### src/rtl/mrfm_iir_sched_pkg.sv
// Shared constants and types for the MRFM IIR channel scheduler.
// FR_MRFM_IIR_SCHED is the settings-bus address of the scheduler config register.
package mrfm_iir_sched_pkg;

  localparam logic [6:0] FR_MRFM_IIR_SCHED = 7'd52;
  localparam int         SAMPLE_W          = 16;

  typedef logic [SAMPLE_W-1:0] sample_t;

endpackage

### src/rtl/mrfm_iir_sched_rr_arb.sv
// Combinational round-robin picker: first set request searching upward from last+1,
// wrapping around, so the most recently served channel has lowest priority.
module mrfm_rr_arb
  import mrfm_iir_sched_pkg::*;
#(
  parameter int NCHAN = 4,
  parameter int CW    = 2
) (
  input  logic [NCHAN-1:0] req,
  input  logic [CW-1:0]    last,
  output logic             gnt_valid,
  output logic [CW-1:0]    gnt_idx
);

  logic [CW-1:0] pos;

  always_comb begin
    gnt_valid = 1'b0;
    gnt_idx   = '0;
    pos       = '0;
    for (int i = 1; i <= NCHAN; i++) begin
      pos = CW'((int'(last) + i) % NCHAN);
      if (!gnt_valid && req[pos]) begin
        gnt_valid = 1'b1;
        gnt_idx   = pos;
      end
    end
  end

endmodule

### src/rtl/mrfm_iir_sched.sv
// Time-shares one mrfm_iir engine among NCHAN sample channels: latches samples,
// grants the engine round-robin and returns each result tagged with its channel.
module mrfm_iir_sched
  import mrfm_iir_sched_pkg::*;
#(
  parameter int NCHAN          = 4,
  parameter int CW             = 2,
  parameter int ENGINE_LATENCY = 40
) (
  input  logic                  clock,
  input  logic                  reset,
  input  logic                  serial_strobe,
  input  logic [6:0]            serial_addr,
  input  logic [31:0]           serial_data,
  input  logic [NCHAN-1:0]      in_strobe,
  input  logic [16*NCHAN-1:0]   in_sample,
  output logic                  eng_strobe,
  output logic [15:0]           eng_sample,
  output logic [CW-1:0]         eng_chan,
  input  logic [15:0]           eng_sample_out,
  output logic                  out_strobe,
  output logic [CW-1:0]         out_chan,
  output logic [15:0]           out_sample,
  output logic [NCHAN-1:0]      overrun,
  output logic                  busy
);

  localparam logic [0:0] IDLE = 1'b0;
  localparam logic [0:0] RUN  = 1'b1;
  localparam int         CNTW = $clog2(ENGINE_LATENCY + 1);

  logic [0:0]       state;
  logic [CNTW-1:0]  cnt;
  logic [NCHAN-1:0] enable;
  logic [NCHAN-1:0] pending;
  sample_t          hold [NCHAN];
  logic [CW-1:0]    last_grant;
  logic [CW-1:0]    gnt_idx;
  logic             gnt_valid;
  logic             cfg_wr;
  logic             grant;
  logic             unused_cfg_bits;

  assign cfg_wr          = serial_strobe && (serial_addr == FR_MRFM_IIR_SCHED);
  assign grant           = (state == IDLE) && gnt_valid;
  assign busy            = (state == RUN);
  assign unused_cfg_bits = ^serial_data[30:NCHAN];

  mrfm_rr_arb #(.NCHAN(NCHAN), .CW(CW)) u_arb (
    .req       (pending & enable),
    .last      (last_grant),
    .gnt_valid (gnt_valid),
    .gnt_idx   (gnt_idx)
  );

  // A strobe coinciding with its own grant refills the holding register without
  // counting as an overrun, since the old sample leaves for the engine that cycle.
  always_ff @(posedge clock) begin
    if (reset) begin
      enable  <= '0;
      pending <= '0;
      overrun <= '0;
      for (int i = 0; i < NCHAN; i++) hold[i] <= '0;
    end else begin
      if (cfg_wr) enable <= serial_data[NCHAN-1:0];
      for (int i = 0; i < NCHAN; i++) begin
        if (!enable[i]) begin
          pending[i] <= 1'b0;
        end else if (in_strobe[i]) begin
          hold[i]    <= in_sample[16*i +: 16];
          pending[i] <= 1'b1;
          if (pending[i] && !(grant && gnt_idx == CW'(i))) overrun[i] <= 1'b1;
        end else if (grant && gnt_idx == CW'(i)) begin
          pending[i] <= 1'b0;
        end
      end
      if (cfg_wr && serial_data[31]) overrun <= '0;
    end
  end

  // cnt is 0 in the eng_strobe cycle, so reaching ENGINE_LATENCY lines the
  // capture up with the edge on which the engine result becomes valid.
  always_ff @(posedge clock) begin
    if (reset) begin
      state      <= IDLE;
      cnt        <= '0;
      last_grant <= CW'(NCHAN - 1);
      eng_strobe <= 1'b0;
      eng_sample <= '0;
      eng_chan   <= '0;
      out_strobe <= 1'b0;
      out_chan   <= '0;
      out_sample <= '0;
    end else begin
      eng_strobe <= 1'b0;
      out_strobe <= 1'b0;
      case (state)
        IDLE: begin
          if (grant) begin
            eng_strobe <= 1'b1;
            eng_sample <= hold[gnt_idx];
            eng_chan   <= gnt_idx;
            last_grant <= gnt_idx;
            cnt        <= '0;
            state      <= RUN;
          end
        end
        RUN: begin
          cnt <= cnt + CNTW'(1);
          if (cnt == CNTW'(ENGINE_LATENCY)) begin
            out_sample <= eng_sample_out;
            out_chan   <= eng_chan;
            out_strobe <= 1'b1;
            state      <= IDLE;
          end
        end
        default: state <= IDLE;
      endcase
    end
  end

endmodule

### config.mk
export PLATFORM = sky130hd
export DESIGN_NAME = mrfm_iir_sched
export DESIGN_NICKNAME = d
export VERILOG_FILES = /design/src/rtl/mrfm_iir_sched_pkg.sv /design/src/rtl/mrfm_iir_sched_rr_arb.sv /design/src/rtl/mrfm_iir_sched.sv
export SDC_FILE = /design/constraint.sdc
export NUM_CORES = 1
export LEC_CHECK = 0
export CAP_MARGIN = 20
export CORE_ASPECT_RATIO = 0.5
export CORE_UTILIZATION = 42
export DETAILED_ROUTE_END_ITERATION = 7
export GPL_ROUTABILITY_DRIVEN = 0
export PLACE_DENSITY_LB_ADDON = 0.3
export SETUP_SLACK_MARGIN = 0.5
export SYNTH_ARGS = -nofsm -noshare
export SYNTH_HDL_FRONTEND = slang
export SYNTH_HIERARCHICAL = 1
export SYNTH_SLANG_ARGS = --single-unit
### constraint.sdc
create_clock -name clock -period 2.23 [get_ports clock]
set_clock_uncertainty 0.15 [all_clocks]
set_input_delay 0.446 -clock clock [delete_from_list [all_inputs] [get_ports clock]]
set_output_delay 0.446 -clock clock [all_outputs]
set_load 0.005 [all_outputs]
==> results.cfg <==
[routing]
wire_per_inst_um = 16.5
drt_iter0_markers = 288
drt-total-wl_mm = 12.8
num_vias = 3955
via_per_inst = 5.09
postRouteAntennaNets = 0
drc = 0
drtPass1Iterations = 5

[critical_path]
worst_setup_path_start_kind = register
r2r_slack_ns = 0.08
critPathTopFamily = multiplexers
cp.buffers_inverters = 1
path_cells = and2_4 -> and2b_1 -> a21oi_2 -> o221ai_4 -> buf_12 -> mux4_2 -> nand2_2 -> a21oi_2
slowest_stage = mux4_2
end_kind = register
cp_slowest_stage_delay_ns = 0.53
critPathMostFrequentCell = a21oi_2
worstPathRequired_ns = 2.36
cp_max_fo = 13
crit_type = register to register
cp_data_arrival_time_ns = 2.28

[timing]
setup_ws_ns = 0.0805
slew_headroom_pct = 50.4
max_freq_mhz = 465
tns_ns = 0
hold_viol = 0
setup_violations = 0
period_share_pct = 96.4
drv_slew = 0
tightest_slew_ns = 0.744
fin_crit_ns = 2.15
rsz0062_at_grt = true

[power]
power_density_mw_per_mm2 = 710
p_leak_uw = 0.00294
power.total_uw = 5390
irDropWorstVdd_mv = 0.498

[synthesis]
synth_simple_gate_area_share_pct = 18.3
synth.top_cell.area_share_pct = 36.5
synthDistinctLibCells = 47
netlist_top_cells_count = and2_1 (69), edfxtp_1 (64), dfxtp_1 (59)
muxShareOfSynthArea_pct = 7.29
syn-cell-area_mm2 = 0.00527
synth_seq_cells = 123
synthFlopType = edfxtp_1
synth_edf_count = 64
synth_most_common_cell = and2_1
async_reset_ff_share_pct = 0
avgSynthCellArea_um2 = 11.9
yosysSeqAreaShare_pct = 58.9
synth_top_family_by_area = simple AND/OR/NAND/NOR gates
ys_warn_count = 6
synth_fa_ha_area_share_pct = 0.475
synthXorXnorAreaFrac_pct = 0.166
synth_area_leaders = edfxtp_1 (36%), dfxtp_1 (22%), and2_1 (8.2%)
synth_compound_area_share_pct = 10.9
syn_inst = 442
yosysTopAreaCell = edfxtp_1
synth_nets = 570

[hold_path]
hold_class = register to register

[final_layout]
fin_util_pct = 63.1
syn_to_final_growth_pct = 44.0
final_area_mm2 = 0.00759
layout-drive-gt1-share_pct = 19.9
nets = 727
diodes = 0

[grt]
overflow = 0
antenna_found_initial = 0
grt_pass1_wl_mm = 20.1
grt_pass1_vias = 3949
grt_max_degree = 49
grt.total_usage_pct = 20.8

[placement]
placed_cell_area_mm2 = 0.00698
port_buffers = 141
dp_slack_ns = 0.0135
place_hpwl_mm = 8.44

[die]
ios = 169
core_mm2 = 0.0120
die-area_mm2 = 0.0130
die_w_um = 160
die_h_um = 81.2
num_rows = 28
initial_core_util_pct = 43.8

[clock_network]
clock-sinks = 123
clkTransAtPathRegs_ns = 0.06
cts.hold.buffers_added = 0
root_buffer = clkbuf_16
clock_path_buffers = 2
htreeDepth = 4
cts_inserted_buffers = 17
tritoncts = done
worstSkewPairLatency_ns = 0.41

[outcome]
run_status = finished clean

[run]
maxCapViolCount = 0
## worst reg2reg max path: stages (launching register included)
cell      delay (ns)
dfxtp_1         0.30
and2_4          0.16
and2b_1         0.22
a21oi_2         0.05
o221ai_4        0.26
buf_12          0.21
mux4_2          0.53
nand2_2         0.08
a21oi_2         0.05
## metrics by stage
| step | hold WS (ns) | cells |
|---|---|---|
| 2_1_floorplan | 0.303 | 442 |
| 3_3_place_gp | 0.295 | 741 |
| 3_5_place_dp | 0.305 | 741 |
| 4_1_cts | 0.299 | 777 |
| 5_1_grt | 0.324 | 777 |
| 6_report | 0.308 | 777 |
## per-layer routing
layer  wire length (um)  share of wire [%]  GRT usage [%]  vias up
li1                   -                  -              -     1912
met1               5620                 44           26.8     1881
met2               6160                 48           34.6      152
met3                921                7.2           5.31       10
met4                100               0.78           7.24        0
met5                  0                  0              0        -
## report_power, final
group	total [uW]	internal, uW	switching [uW]
combinational	272	186	86.2
clock	2690	1650	1040
sequential	2420	2410	9.98
## flip-flops by register name, indices dropped and copies added, names as in the netlist
| signal | flops |
|---|---|
| out_strobe | 1 |
| last_grant | 2 |
| hold | 64 |
| cnt | 6 |
| pending | 4 |
| busy | 1 |
| out_chan | 2 |
| eng_strobe | 1 |
| overrun | 4 |
| eng_sample | 16 |
| out_sample | 16 |
| enable | 4 |
| eng_chan | 2 |
## layout by cell type, fill, tap and decap left out, drive strengths merged, types with 23 or more instances in the layout
cell type | synthesis | layout
a21oi | 53 | 53
and2 | 69 | 69
buf | 20 | 26
clkdlybuf4s50 | 0 | 97
dfxtp | 59 | 59
dlygate4sd2 | 0 | 43
edfxtp | 64 | 64
nand2 | 43 | 43
nand3 | 23 | 23
o21ai | 27 | 27
## path summary, 6_finish.rpt
| path | from | end | depth (start not counted) |
|---|---|---|---|
| worst min register to register | eng_sample[2] | eng_sample[2] | 2 |
| worst max register to register | pending[2] | eng_sample[15] | 8 |
| worst min-delay path | eng_sample[2] | eng_sample[2] | 2 |
| worst max-delay path | pending[2] | eng_sample[15] | 8 |
## repair_timing
item | 4_1_cts | 5_1_grt
cloned | 0 | 0
setup buffers | 4 | 0
pin swaps | 2 | 2
resized for setup | 55 | 14
setup endpoints to repair | 93 | 111
## final cells by class
| type | instances | area, um2 |
|---|---|---|
| clock buffer | 18 | 429 |
| clock inverter | 14 | 148 |
| fill | 985 | 4430 |
| inverter | 4 | 15.0 |
| multi-input combinational | 287 | 2040 |
| sequential | 123 | 3110 |
| tap | 165 | 206 |
| timing repair buffer | 166 | 1640 |
## cells by family (layout without fill, tap and decap cells)
logic type | count (synthesis) | after routing
xor+xnor | 1 | 1
flops | 123 | 123
compound gates | 95 | 95
mux | 18 | 18
fa+ha+maj | 2 | 2
simple gates | 171 | 171
buf+inv | 32 | 202
No activity file was read; power rests on OpenSTA's default activity.
